**config.mk**
```make
export PLATFORM = sky130hd
export DESIGN_NAME = mux16_merge_flat
export DESIGN_NICKNAME = d
export VERILOG_FILES = /design/src/rtl/mux16_merge_if.sv /design/src/rtl/mux16_merge.sv /design/src/flat_wrapper.sv
export SDC_FILE = /design/constraint.sdc
export NUM_CORES = 1
export LEC_CHECK = 0
export BUFFER_PORTS_ARGS = -buffer_cell sky130_fd_sc_hd__buf_2
export CAP_MARGIN = 20
export CORE_UTILIZATION = 39
export CTS_CLUSTER_DIAMETER = 150
export DETAILED_ROUTE_END_ITERATION = 8
export SYNTH_ARGS = -nofsm -noshare
export SYNTH_HDL_FRONTEND = slang
export SYNTH_SLANG_ARGS = --single-unit
```
**constraint.sdc**
```tcl
create_clock -name clock -period 4.3 [get_ports clock]
set_input_delay 0.86 -clock clock [delete_from_list [all_inputs] [get_ports clock]]
set_output_delay 0.86 -clock clock [all_outputs]
set_load 0.01 [all_outputs]
```
**src/rtl/mux16_merge_if.sv**
```systemverilog
// mux16_merge_if: bundles the two source channels, the merged output stream and
// the status outputs of the 2-to-1 merging arbiter.
//   a_*/b_*    : source channels (data, valid, last in; ready out of the arbiter)
//   out_*      : merged stream (data, sel, last, valid out of the arbiter; ready in)
//   fifo_count : output FIFO occupancy
//   busy       : arbiter locked mid-packet
// modport slave  : arbiter side
// modport master : environment side (sources and sink)
interface mux16_merge_if #(
    parameter int unsigned WIDTH = 16,
    parameter int unsigned CNT_W = 3
);
    logic [WIDTH-1:0] a_data;
    logic             a_valid;
    logic             a_last;
    logic             a_ready;

    logic [WIDTH-1:0] b_data;
    logic             b_valid;
    logic             b_last;
    logic             b_ready;

    logic [WIDTH-1:0] out_data;
    logic             out_sel;
    logic             out_last;
    logic             out_valid;
    logic             out_ready;

    logic [CNT_W-1:0] fifo_count;
    logic             busy;

    modport slave (
        input  a_data, a_valid, a_last,
        output a_ready,
        input  b_data, b_valid, b_last,
        output b_ready,
        output out_data, out_sel, out_last, out_valid,
        input  out_ready,
        output fifo_count, busy
    );

    modport master (
        output a_data, a_valid, a_last,
        input  a_ready,
        output b_data, b_valid, b_last,
        input  b_ready,
        input  out_data, out_sel, out_last, out_valid,
        output out_ready,
        input  fifo_count, busy
    );
endinterface

```
**src/rtl/mux16_merge.sv**
```systemverilog
// mux16_merge: round-robin, packet-locking 2-to-1 merge of two word streams
// into one tagged stream, decoupled from the sink by a small FIFO.
//   clock : rising-edge clock
//   reset : synchronous, active-high; discards buffered words and any lock
//   bus   : mux16_merge_if.slave
//           a_*/b_*    source channels, readies are combinational
//           out_*      head-of-FIFO word, zeroed while the FIFO is empty
//           fifo_count entries stored (0..DEPTH)
//           busy       arbiter locked inside a packet
module mux16_merge #(
    parameter int unsigned WIDTH = 16,
    parameter int unsigned DEPTH = 4,
    parameter int unsigned CNT_W = 3
) (
    input  logic           clock,
    input  logic           reset,
    mux16_merge_if.slave   bus
);

    localparam int unsigned PTR_W = (DEPTH > 1) ? $clog2(DEPTH) : 1;
    localparam int unsigned ENT_W = WIDTH + 2;

    typedef enum logic [1:0] {
        IDLE   = 2'd0,
        LOCK_A = 2'd1,
        LOCK_B = 2'd2
    } state_t;

    state_t           state;
    state_t           state_nxt;
    logic             last_grant;      // 0 = A, 1 = B
    logic             last_grant_nxt;

    logic [ENT_W-1:0] mem [DEPTH];
    logic [PTR_W-1:0] head;
    logic [PTR_W-1:0] tail;
    logic [CNT_W-1:0] count;

    logic             full;
    logic             a_rdy;
    logic             b_rdy;
    logic             push;
    logic             pop;
    logic             push_sel;
    logic             push_last;
    logic [WIDTH-1:0] push_data;
    logic             head_valid;
    logic [ENT_W-1:0] head_ent;

    // FIFO status; full blocks every source even when a pop coincides
    assign full       = (count == CNT_W'(DEPTH));
    assign head_valid = (count != '0);
    assign pop        = head_valid && bus.out_ready;

    // State register for the arbiter
    always_ff @(posedge clock) begin
        if (reset) begin
            state      <= IDLE;
            last_grant <= 1'b1;
        end else begin
            state      <= state_nxt;
            last_grant <= last_grant_nxt;
        end
    end

    // Grant, readies, push selection and next state
    always_comb begin
        state_nxt      = state;
        last_grant_nxt = last_grant;
        a_rdy          = 1'b0;
        b_rdy          = 1'b0;

        case (state)
            IDLE: begin
                if (bus.a_valid && bus.b_valid) begin
                    // tie: the channel that did not finish the previous packet wins
                    if (last_grant) a_rdy = !full;
                    else            b_rdy = !full;
                end else begin
                    a_rdy = bus.a_valid && !full;
                    b_rdy = bus.b_valid && !full;
                end
            end
            LOCK_A:  a_rdy = !full;
            LOCK_B:  b_rdy = !full;
            default: ;
        endcase

        // at most one ready is ever raised, so the sources are mutually exclusive
        push_sel  = b_rdy && bus.b_valid;
        push      = (a_rdy && bus.a_valid) || push_sel;
        push_last = push_sel ? bus.b_last : bus.a_last;
        push_data = push_sel ? bus.b_data : bus.a_data;

        if (push) begin
            if (push_last) begin
                state_nxt      = IDLE;
                last_grant_nxt = push_sel;
            end else begin
                state_nxt      = push_sel ? LOCK_B : LOCK_A;
            end
        end
    end

    // FIFO pointers and occupancy
    always_ff @(posedge clock) begin
        if (reset) begin
            head  <= '0;
            tail  <= '0;
            count <= '0;
        end else begin
            if (push) tail <= tail + PTR_W'(1);
            if (pop)  head <= head + PTR_W'(1);
            count <= count + CNT_W'(push) - CNT_W'(pop);
        end
    end

    // FIFO storage: entry = {sel, last, data}; no reset needed, pointers gate it
    always_ff @(posedge clock) begin
        if (push) mem[tail] <= {push_sel, push_last, push_data};
    end

    assign head_ent = mem[head];

    // Output side
    assign bus.a_ready    = a_rdy;
    assign bus.b_ready    = b_rdy;
    assign bus.out_valid  = head_valid;
    assign bus.out_data   = head_valid ? head_ent[WIDTH-1:0] : '0;
    assign bus.out_last   = head_valid & head_ent[WIDTH];
    assign bus.out_sel    = head_valid & head_ent[WIDTH+1];
    assign bus.fifo_count = count;
    assign bus.busy       = (state != IDLE);

endmodule

```
**src/flat_wrapper.sv**
```systemverilog
// flat-port wrapper written by rule: the top's interface ports become plain ports
module mux16_merge_flat 
#(
    parameter int unsigned WIDTH = 16,
    parameter int unsigned DEPTH = 4,
    parameter int unsigned CNT_W = 3
)
  (clock, reset, bus_a_data, bus_a_valid, bus_a_last, bus_a_ready, bus_b_data, bus_b_valid, bus_b_last, bus_b_ready, bus_out_data, bus_out_sel, bus_out_last, bus_out_valid, bus_out_ready, bus_fifo_count, bus_busy);
  mux16_merge_if #(.WIDTH(WIDTH), .CNT_W(CNT_W)) bus_i ();
  input  logic clock;
  input  logic reset;
  input wire logic [$bits(bus_i.a_data)-1:0] bus_a_data;
  input wire logic [$bits(bus_i.a_valid)-1:0] bus_a_valid;
  input wire logic [$bits(bus_i.a_last)-1:0] bus_a_last;
  output wire logic [$bits(bus_i.a_ready)-1:0] bus_a_ready;
  input wire logic [$bits(bus_i.b_data)-1:0] bus_b_data;
  input wire logic [$bits(bus_i.b_valid)-1:0] bus_b_valid;
  input wire logic [$bits(bus_i.b_last)-1:0] bus_b_last;
  output wire logic [$bits(bus_i.b_ready)-1:0] bus_b_ready;
  output wire logic [$bits(bus_i.out_data)-1:0] bus_out_data;
  output wire logic [$bits(bus_i.out_sel)-1:0] bus_out_sel;
  output wire logic [$bits(bus_i.out_last)-1:0] bus_out_last;
  output wire logic [$bits(bus_i.out_valid)-1:0] bus_out_valid;
  input wire logic [$bits(bus_i.out_ready)-1:0] bus_out_ready;
  output wire logic [$bits(bus_i.fifo_count)-1:0] bus_fifo_count;
  output wire logic [$bits(bus_i.busy)-1:0] bus_busy;
  assign bus_i.a_data = bus_a_data;
  assign bus_i.a_valid = bus_a_valid;
  assign bus_i.a_last = bus_a_last;
  assign bus_a_ready = bus_i.a_ready;
  assign bus_i.b_data = bus_b_data;
  assign bus_i.b_valid = bus_b_valid;
  assign bus_i.b_last = bus_b_last;
  assign bus_b_ready = bus_i.b_ready;
  assign bus_out_data = bus_i.out_data;
  assign bus_out_sel = bus_i.out_sel;
  assign bus_out_last = bus_i.out_last;
  assign bus_out_valid = bus_i.out_valid;
  assign bus_i.out_ready = bus_out_ready;
  assign bus_fifo_count = bus_i.fifo_count;
  assign bus_busy = bus_i.busy;
  mux16_merge #(.WIDTH(WIDTH), .DEPTH(DEPTH), .CNT_W(CNT_W)) u_core (.clock(clock), .reset(reset), .bus(bus_i));
endmodule
```
Word-level counts from Yosys, hierarchy flattened --
Memory sizes are Yosys's and may differ from the RTL's. A register that Yosys moved wholly into a read port is not among the register bits. Cells that the tools add are included.
Storage, ports and cells: flip-flop bits (word level) 10, bits in latches 0, bits in writable memories 72, ROM bits 0, input port bits 39, output and inout port bits 25, logic and storage cells 42, memories kept 1
Memory list:
- u_core.mem | words 4, width 18, rd ports 1, clocked after memory_dff 1, wr ports 1, line mux16_merge.sv:34 | logic [ENT_W-1:0] mem [DEPTH];
Cells by class: $add $sub $neg 4, multiply operators 0, divide/modulo/power cells 0, order comparisons 0, eq/ne operators 3, shift operators 0, mux-type cells 15, bitwise operators 2, reduce and logical (&&, ||, !) cells 12
Operator list (count):
- $mux W16 | 2
- $mux W2 | 4
- $mux W1 | 7
- $logic_and A1 B1 Y1 | 6
- $add A2 B1 Y2 const B | 2
- $pmux W1 S2 | 2
- $add A3 B1 Y3 | 1
- $eq A3 B3 Y1 const B | 1
- $reduce_bool A3 Y1 | 1
- $sub A3 B1 Y3 | 1
- $and A1 B1 Y1 | 2
- $eq A2 B1 Y1 const B | 1
- $eq A2 B2 Y1 const B | 1
- $logic_not A2 Y1 | 1
- $reduce_and A2 Y1 | 1
- $reduce_bool A2 Y1 | 1
- $logic_not A1 Y1 | 1
- $logic_or A1 B1 Y1 | 1

Depth between registers and ports, before layout --
Gate-level depths: netlist of the first run.
word-level depth 9, mapped depth 10, gate-level depth less buffers 10

Worst setup path before layout of the first run --
No wires, ideal clock.
path type input to register, start input port bus_b_valid, end register u_core.count[2], in the netlist u_core.bus.fifo_count[2], arrival time 2297 ps, setup slack 1925 ps, stages 8, path buffers 0, cells stage by stage and2b_1 > o21a_1 > ha_1 > inv_1 > fa_1 > xor2_1 > and2_2 > nor3_1
Between the ends: longest elaborated chain between the ends 7, elaborated cells on any way between the ends 11, classes of those cells add/sub: 2; mux: 4; reduce/logical: 5
RTL lines:
- start: declaration | line flat_wrapper.sv:17 | input wire logic [$bits(bus_i.b_valid)-1:0] bus_b_valid;
- $logic_and A1 B1 Y1, on equally long branches | line mux16_merge.sv:75, mux16_merge.sv:81
- $mux W1 | line mux16_merge.sv:75 | if (bus.a_valid && bus.b_valid) begin
- $pmux W1 S2 | line mux16_merge.sv:73 | case (state)
- $logic_and A1 B1 Y1, on equally long branches | line mux16_merge.sv:91, mux16_merge.sv:90
- $logic_or A1 B1 Y1 * | line mux16_merge.sv:91 | push = (a_rdy && bus.a_valid) || push_sel;
- net u_core.push | line mux16_merge.sv:42 | logic push;
- $add A3 B1 Y3 * | line mux16_merge.sv:114 | count <= count + CNT_W'(push) - CNT_W'(pop);
- $sub A3 B1 Y3 * | line mux16_merge.sv:114
- end signal: assignment | line mux16_merge.sv:114
- end: declaration | line mux16_merge.sv:37 | logic [CNT_W-1:0] count;
Mark *: on every way through the listed nets, which the timed path passes. The rest lies on a longest branch. A chain may end at the register's enable or synchronous reset.

==> results of run 1 <==
## routing by layer
metal	vias to the layer above	global-route usage (%)	share of wire (%)
li1	920	-	-
met1	908	17.2	45
met2	54	22.4	48
met3	10	2.27	5.0
met4	0	6.89	2.0
met5	-	0	0
## power by group through the flow
stage | registers [mW] | logic, mW | clock network, mW
2_1_floorplan | 1.17 | 0.641 | 0
3_3_place_gp | 1.20 | 0.882 | 0
3_5_place_dp | 1.21 | 0.896 | 0
4_1_cts | 1.19 | 0.898 | 0.581
5_1_grt | 1.21 | 0.980 | 0.612
6_report | 1.18 | 0.873 | 0.572
## metrics by stage
| step | worst slack [ns] | hold WS, ns | instance area (um^2) | utilization [%] |
|---|---|---|---|---|
| after floorplan | 1.93 | 0.459 | 3640 | - |
| after global placement | 1.63 | 0.473 | 4040 | 45.5 |
| after detailed placement | 1.59 | 0.490 | 4040 | 45.5 |
| after CTS | 1.41 | 0.520 | 4250 | 47.7 |
| after global routing | 1.31 | 0.542 | 4250 | 47.7 |
| final | 1.45 | 0.510 | 4250 | 47.7 |
## registers in the layout, indices dropped and copies added, names as in the netlist, named ones only
signal	count
u_core.bus.fifo_count	3
u_core.head	2
u_core.last_grant	1
u_core.mem	72
u_core.state	2
u_core.tail	2
## worst paths after layout
check	depth (start not counted)	startpoint	slack (ns)	to
worst min register to register	2	u_core.head[1]	0.51	u_core.head[1]
worst max register to register	3	u_core.bus.fifo_count[1]	2.03	u_core.mem[0][1]
worst min-delay path	2	u_core.head[1]	0.51	u_core.head[1]
worst max-delay path	3	flop	1.45	bus_out_data[2]
## kinds of logic (layout without fill, tap and decap cells)
kind of cell             Yosys count  after routing  share of synthesized area [%]
adder cells (fa/ha/maj)            7              7                           2.62
AND/OR/NAND/NOR                   49             49                           7.95
buffers and inverters             17             89                           2.58
AO/OA/AOI/OAI                     11             11                           2.37
XOR/XNOR                           2              2                          0.482
flip-flops                        84             84                           66.1
multiplexers                      37             37                           17.9
## cell usage in the layout (no fill, tap or decap)
cell type,Yosys,final
edfxtp_1,72,72
buf_2,1,63
nor2b_1,21,21
mux4_2,18,18
dfxtp_1,12,12
mux2_4,9,9
mux2_2,9,9
clkbuf_8,0,9
inv_1,8,8
nor2_1,6,6
ha_1,6,6
inv_6,0,5
and2_1,4,4
a21oi_1,3,3
nor3_1,4,3
nand2b_1,3,3
nand2_1,2,2
nor3b_1,2,2
a31oi_1,2,2
xor2_1,2,2
and2_2,2,2
buf_4,1,2
and2b_1,1,1
or3b_1,1,1
o21a_1,1,1
o211ai_4,1,1
o31ai_1,1,1
or2_2,1,1
nor3_2,0,1
nand3_1,1,1
o21ai_0,1,1
or3_1,1,1
a221o_1,1,1
a211oi_1,1,1
mux2i_1,1,1
fa_1,1,1
clkinv_2,0,1
bufinv_16,0,1
## tightest hold or removal path, delay by kind of cell (launching register included)
kind | cells | cell delay, ns
compound gates | 2 | 0.15
flops | 1 | 0.31
## final cells by class
cell class | count | share of cell area, %
Clock buffer | 9 | 2.92
Inverter | 8 | 0.707
Clock inverter | 7 | 1.86
Timing Repair Buffer | 65 | 7.78
Tap cell | 108 | 3.18
Multi-Input combinational cell | 106 | 27.0
Sequential cell | 84 | 56.6
==> impl_metrics.toml, run 1 <==
[synth]
synth-async-reset-ratio_pct = 0
synth_largest_area_cell = "edfxtp_1"
post_synth.cell_area_avg_um2 = 17.6
synth_top_cells_by_count = "72 x edfxtp_1, 21 x nor2b_1, 18 x mux4_2, 12 x dfxtp_1"
synth_warnings = 0
yosysUniqueCellTypes = 38
synth_area_leaders = "edfxtp_1 59%, mux4_2 11%, dfxtp_1 6.6%"
yosysMostFrequentCell = "edfxtp_1"
netlist_area_mm2 = 0.00364
ys.flop_type = "edfxtp_1"
edff_count_synth = 72
syn-instance-count = 207
postSynthRegisterBits = 84
mappedNetlistNets = 253
synth.top_cell.area_share_pct = 59.5
synth.yosys.seq_area_share_pct = 66.1

[placed_design]
post-place-cells = 371
last_weighted_congestion_value_of_the_routability_driven_placer = 0.703
dp.final_hpwl_um = 3870
port_buffers = 63

[grt]
antenna_found_initial = 0
grt_max_degree = 22
grt_pass1_vias = 1879
global_route.usage.total_pct = 13.5
grt_overflow = 0
wire_length_of_the_first_global_routing_pass_um = 9640

[pwr]
finalPower_mw = 2.63
power_report.internal_total_mw = 1.81
powerDensity_mw_per_mm2 = 619
comb_power_share_pct = 33.2
netSwitchingFraction_pct = 31.3
total_switching_power_mw = 0.823
vdd_drop_max_mv = 0.195
p_leak_nw = 1.60
power_frac_seq_pct = 45.0
power.share.clock_pct = 21.8

[route]
post_drt_via_cell_ratio = 4.89
route.vias.total = 1892
ant_nets = 0
post_drt_wl_per_cell_um = 15.5
routed_wirelength_um = 6020
drc = 0
drt-pass1-iter-count = 4
detailedRoute.firstIterationViolations = 108

[clock_tree]
clock_tree_from_tritoncts = "yes"
ctsRootBufferMaster = "clkbuf_8"
number_of_buffers_added_by_the_clock_tree_synthesis_step = 9
cts_resized = 0
clock_tree.htree_level_count = 3
cts.clk_slew.worst_paths_ns = 0.08
insertion_delay_ns = 0.36
clock_sink_count = 84
cts_setup_buffers = 0
cts_max_path_buffers = 2
cts_hold_buf = 0

[sta]
fin_tns_setup_ns = 0
period_minus_slack_ns = 2.85
transition_time_at_the_pin_with_the_least_slew_margin_ns = 0.944
grt_setup_unrepaired = "false"
finalHoldViolations = 0
max_slew_margin_pct = 37.1
min_period_over_period_pct = 66.3
setup_viol = 0
clock-skew-final_ns = 0.0174
timing.fmax_ghz = 0.351
slew_viol_final = 0

[outcome]
outcome = "finished, final reports clean"

[worst_hold_path]
timing.hold.worst.class = "reg -> reg"

[finish]
fin_cells = 387
ff_latch_area_mm2 = 0.00240
post_route_cells_drive_above_1_share_pct = 43.7
final_net_count = 320
antenna_cells = 0
multi_input_area_mm2 = 0.00114
area_grow_syn2layout_pct = 16.8
layout.filler_cells = 766

[floorplanning]
die_footprint_mm2 = 0.00971
die-width_um = 98.6
die-height_um = 98.6
floorplan.initialDensity_pct = 40.9
placeableCoreArea_mm2 = 0.00889
rows = 34
number_of_top_level_design_ports = 64

[worst_setup_path]
timing.critical_path.from_type = "flop"
critPathMaxStageDelay_ns = 0.93
cp-end-kind = "primary output"
cp_num_buf_inv = 1
chain_of_cells_forming_the_critical_path = "mux4_2 -> nor2b_1 -> buf_2"
critPathRequiredTime_ns = 3.44
worst-endpoint-arrival_ns = 1.99
timing.critical_path.slowest_stage_cell = "dfxtp_1"
crit_family = "flip-flops"
worstSetupPathType = "reg -> out"
worst-path-max-fanout = 18

[job]
cap_violations = 0
Note: power is estimated with default switching activity, not from simulation.
==> run 2, diff against run 1 <==
clock period = 2.65 ns   (was 4.3 ns; I/O delays follow)
==> run 2 against run 1 <==
Effect of this change: sequential share of layout area down 0.76 points; core utilization up 0.65 points; design area up 1.4%; critical endpoint is now bus_out_data[5]; largest power group unchanged; highest routed layer unchanged.
==> impl_metrics.toml, run 2 (synthesis gave the netlist of run 1 again) <==
[clock_tree]
cts_setup_buffers = 0
cts_resized = 0
cts_max_path_buffers = 2
ctsRootBufferMaster = "clkbuf_8"
cts_hold_buf = 0
clock_sink_count = 84
insertion_delay_ns = 0.34
clock_tree_from_tritoncts = "yes"
cts.clk_slew.worst_paths_ns = 0.08
number_of_buffers_added_by_the_clock_tree_synthesis_step = 9
clock_tree.htree_level_count = 3

[worst_setup_path]
worstSetupPathType = "reg -> out"
timing.reg2reg.setup_slack_ns = 0.41
reg2regPathDepth = 8
worst-endpoint-arrival_ns = 1.85
timing.critical_path.from_type = "flop"
cp-end-kind = "primary output"
worst_setup_path_endpoint = "bus_out_data[5]"
rr_startpoint = "u_core.bus.fifo_count[1]"
regToRegEndpoint = "u_core.bus.fifo_count[2]"
critPathRequiredTime_ns = 2.12
worst-path-max-fanout = 18

[finish]
layout.filler_cells = 776
area_grow_syn2layout_pct = 18.3
final_util_pct = 48.4
final_net_count = 325
multi_input_area_mm2 = 0.00114
mostFrequentLayoutCells = "72 x edfxtp_1, 63 x buf_2, 21 x nor2b_1"
fin_cells = 392
layout_commonest_cell = "edfxtp_1"
largest_register_ff_count = 72
antenna_cells = 0
post_route_cells_drive_above_1_share_pct = 44.4
max_flop_register = "u_core.mem"
stdcell_area_mm2 = 0.00430
ff_latch_area_mm2 = 0.00240

[sta]
whs_ns = 0.390
slew_viol_final = 0
max_slew_margin_pct = 43.1
transition_time_at_the_pin_with_the_least_slew_margin_ns = 0.850
setup_viol = 0
min_period_over_period_pct = 89.9
finalHoldViolations = 0
grt_setup_unrepaired = "false"
fin_tns_setup_ns = 0
timing.fmax_ghz = 0.420
period_minus_slack_ns = 2.38
clock-skew-final_ns = 0.00486

[worst_hold_path]
timing.hold.worst.class = "in -> reg"

[grt]
grt_overflow = 0
antenna_found_initial = 0
grt_pass1_vias = 1873
global_route.usage.total_pct = 13.6
grt_max_degree = 22
wire_length_of_the_first_global_routing_pass_um = 9740

[placed_design]
post-place-cells = 376
port_buffers = 63
area_post_placement_mm2 = 0.00408
dp.final_hpwl_um = 3960
last_weighted_congestion_value_of_the_routability_driven_placer = 0.724

[floorplanning]
die_footprint_mm2 = 0.00971
placeableCoreArea_mm2 = 0.00889
number_of_top_level_design_ports = 64
die-height_um = 98.6
rows = 34
die-width_um = 98.6
floorplan.initialDensity_pct = 40.9

[pwr]
p_leak_nw = 1.62
powerDensity_mw_per_mm2 = 1020
vdd_drop_max_mv = 0.302

[route]
ant_nets = 0
post_drt_via_cell_ratio = 4.90
post_drt_wl_per_cell_um = 15.8
uppermost_layer_routed = "met4"
routed_wirelength_um = 6180
detailedRoute.firstIterationViolations = 70
routedLengthMet1_um = 2790
detailroute.wirelength.met3_um = 236
route.vias.total = 1919
met2WireLength_um = 3030
drc = 0
drt-pass1-iter-count = 4

[outcome]
outcome = "finished, final reports clean"

[job]
cap_violations = 0
==> run 2: cell count changes in the layout (fill, tap and decap cells not counted), sizes merged <==
cell      before  now
clkinvlp       0    2
bufinv         1    2
inv           13   10
buf           65   70
==> run 2: area by class of cell <==
class                      instances  share of cell area (%)
clock buffer                       9                    2.88
sequential                        84                    55.8
timing repair buffer              70                    8.55
inverter                           8                   0.698
multi-input combinational        106                    26.6
tap                              108                    3.14
clock inverter                     7                    2.30
==> run 2: where the power goes <==
group | total [mW] | internal, mW | switching (mW)
Sequential | 1.90 | 1.79 | 0.109
Combinational | 1.47 | 0.705 | 0.767
Clock | 0.993 | 0.537 | 0.456
Total | 4.37 | 3.04 | 1.33
==> run 2: metrics by stage <==
stage	power [mW]	setup WS (ns)
detailed placement	3.45	0.361
global route	4.64	0.162
floorplan	2.95	0.499
CTS	4.44	0.216
finish	4.37	0.269
global placement	3.42	0.397
==> run 2: critical path, stage by stage, from the launching register on <==
cell,delay (ns)
dfxtp_1,0.31
buf_4,0.34
mux4_2,0.54
nor2b_1,0.16
buf_2,0.15
==> run 2: layer usage <==
metal / vias up / track usage (%)
met5: - / 0
met4: 0 / 6.20
met3: 11 / 2.34
met2: 52 / 22.3
met1: 921 / 17.8
li1: 935 / -
==> run 2: worst min-delay path by stage <==
stage                              start              end  cells after the start
after floorplan           u_core.head[1]             flop                      2
after global placement    u_core.head[1]   u_core.head[1]                      2
after detailed placement  u_core.head[1]   u_core.head[1]                      2
after CTS                     bus_b_last  u_core.state[1]                      2
after global routing          bus_b_last  u_core.state[1]                      2
final                         bus_b_last  u_core.state[1]                      2
==> run 3, diff against run 2 <==
PLACE_DENSITY = 0.68   (was not set)
==> run 3 against run 2 <==
Effect of this change: total power is 0.77% higher; sequential share of layout area is 0.34 points lower; critical path type is now reg -> reg; worst setup slack gained 0.087 ns; global-route usage grew 0.71 points; clock-buffer cell count is the same; combinational power up 3%; register-to-register slack lost 0.05 ns; sequential power about the same.
==> impl_metrics.toml, run 3 (synthesis gave the netlist of run 1 again) <==
[worst_setup_path]
timing.critical_path.from_type = "flop"
crit_family = "simple AND/OR/NAND/NOR gates"
critPathRequiredTime_ns = 2.92
chain_of_cells_forming_the_critical_path = "or3b_1 -> o21a_1 -> ha_1 -> inv_1 -> fa_1 -> xor2_1 -> and2_2 -> nor3_1"
worst-path-max-fanout = 7
worstSetupPathType = "reg -> reg"
cp_num_buf_inv = 1
cp-end-kind = "flop"
critPathMaxStageDelay_ns = 0.49
worst-endpoint-arrival_ns = 2.56
timing.critical_path.slowest_stage_cell = "dfxtp_1"

[sta]
postLayoutSetupSlackWorst_ns = 0.356
setup_viol = 0
timing.fmax_ghz = 0.436
max_slew_margin_pct = 43.4
transition_time_at_the_pin_with_the_least_slew_margin_ns = 0.845
finalHoldViolations = 0
grt_setup_unrepaired = "false"
period_minus_slack_ns = 2.29
min_period_over_period_pct = 86.6
clock-skew-final_ns = 0.00658
whs_ns = 0.402
slew_viol_final = 0
fin_tns_setup_ns = 0

[placed_design]
last_weighted_congestion_value_of_the_routability_driven_placer = 0.747
place_ws_ns = 0.299
port_buffers = 63
dp.final_hpwl_um = 4230
post-place-cells = 378

[route]
routed_wirelength_um = 6370
route.vias.total = 1963
post_drt_wl_per_cell_um = 16.2
post_drt_via_cell_ratio = 4.98
ant_nets = 0
detailedRoute.firstIterationViolations = 146
drc = 0
drt-pass1-iter-count = 4

[pwr]
netSwitchingFraction_pct = 30.5
total_switching_power_mw = 1.34
p_leak_nw = 1.64
powerDensity_mw_per_mm2 = 1020
power.share.clock_pct = 22.4
vdd_drop_max_mv = 0.429
power_frac_seq_pct = 43.2
power_report.internal_total_mw = 3.06
comb_power_share_pct = 34.3

[floorplanning]
number_of_top_level_design_ports = 64
die-width_um = 98.6
rows = 34
die_footprint_mm2 = 0.00971
placeableCoreArea_mm2 = 0.00889
floorplan.initialDensity_pct = 40.9
die-height_um = 98.6

[clock_tree]
cts_hold_buf = 0
clock_tree_from_tritoncts = "yes"
ctsRootBufferMaster = "clkbuf_8"
clock_tree.htree_level_count = 3
cts_setup_buffers = 0
clock_sink_count = 84
insertion_delay_ns = 0.34
cts_resized = 0
cts.clk_slew.worst_paths_ns = 0.08
cts_max_path_buffers = 2
number_of_buffers_added_by_the_clock_tree_synthesis_step = 9

[finish]
layout.filler_cells = 776
fin_cells = 394
mostFrequentLayoutCells = "72 x edfxtp_1, 63 x buf_2, 21 x nor2b_1"
final_net_count = 327
layout_commonest_cell = "edfxtp_1"
max_flop_register = "u_core.mem"
multi_input_area_mm2 = 0.00114
antenna_cells = 0
area_grow_syn2layout_pct = 19.1
post_route_cells_drive_above_1_share_pct = 45.1
ff_latch_area_mm2 = 0.00240
largest_register_ff_count = 72

[grt]
global_route.usage.total_pct = 14.3
grt_pass1_vias = 2023
antenna_found_initial = 0
grt_overflow = 0
wire_length_of_the_first_global_routing_pass_um = 10300
grt_max_degree = 22

[outcome]
outcome = "finished, final reports clean"

[worst_hold_path]
timing.hold.worst.class = "in -> reg"

[job]
cap_violations = 0
[run 3: metal layers]
metal	track usage, %	routed length [um]	vias to the layer above
li1	-	-	938
met1	17.9	2760	973
met2	24.4	3340	42
met3	2.70	169	10
met4	6.20	98	0
met5	0	0	-
[run 3: path summary, 6_finish.rpt]
| path | depth (start not counted) | endpoint | slack [ns] | startpoint |
|---|---|---|---|---|
| setup reg to reg | 8 | u_core.bus.fifo_count[2] | 0.36 | u_core.bus.fifo_count[1] |
| hold / removal | 2 | u_core.state[1] | 0.40 | bus_b_last |
| setup / recovery | 8 | u_core.bus.fifo_count[2] | 0.36 | u_core.bus.fifo_count[1] |
| hold reg to reg | 2 | flop | 0.50 | u_core.head[1] |
[run 3: power groups by stage]
stage / sequential (mW) / combinational (mW) / clock (mW)
after global placement: 1.92 / 1.54 / 0
after CTS: 1.91 / 1.55 / 1.01
after detailed placement: 1.93 / 1.55 / 0
final: 1.90 / 1.51 / 0.987
after global routing: 1.93 / 1.67 / 1.06
after floorplan: 1.91 / 1.04 / 0
[run 3: worst reg2reg max path: stages (launching register included)]
cell,delay (ns)
dfxtp_1,0.49
or3b_1,0.32
o21a_1,0.32
ha_1,0.19
inv_1,0.05
fa_1,0.37
xor2_1,0.16
and2_2,0.20
nor3_1,0.13
[run 3: cell type report]
cell class	count	share of cell area, %
Clock inverter	7	2.25
Multi-Input combinational cell	106	26.4
Sequential cell	84	55.5
Tap cell	108	3.12
Clock buffer	9	2.86
Inverter	8	0.694
Timing Repair Buffer	72	9.13
[run 3: metrics by stage]
| stage | utilization, % | power (mW) | area (um^2) |
|---|---|---|---|
| 2_1_floorplan | - | 2.95 | 3640 |
| 3_3_place_gp | 46.2 | 3.46 | 4110 |
| 3_5_place_dp | 46.2 | 3.48 | 4110 |
| 4_1_cts | 48.7 | 4.47 | 4330 |
| 5_1_grt | 48.7 | 4.67 | 4330 |
| 6_report | 48.7 | 4.40 | 4330 |
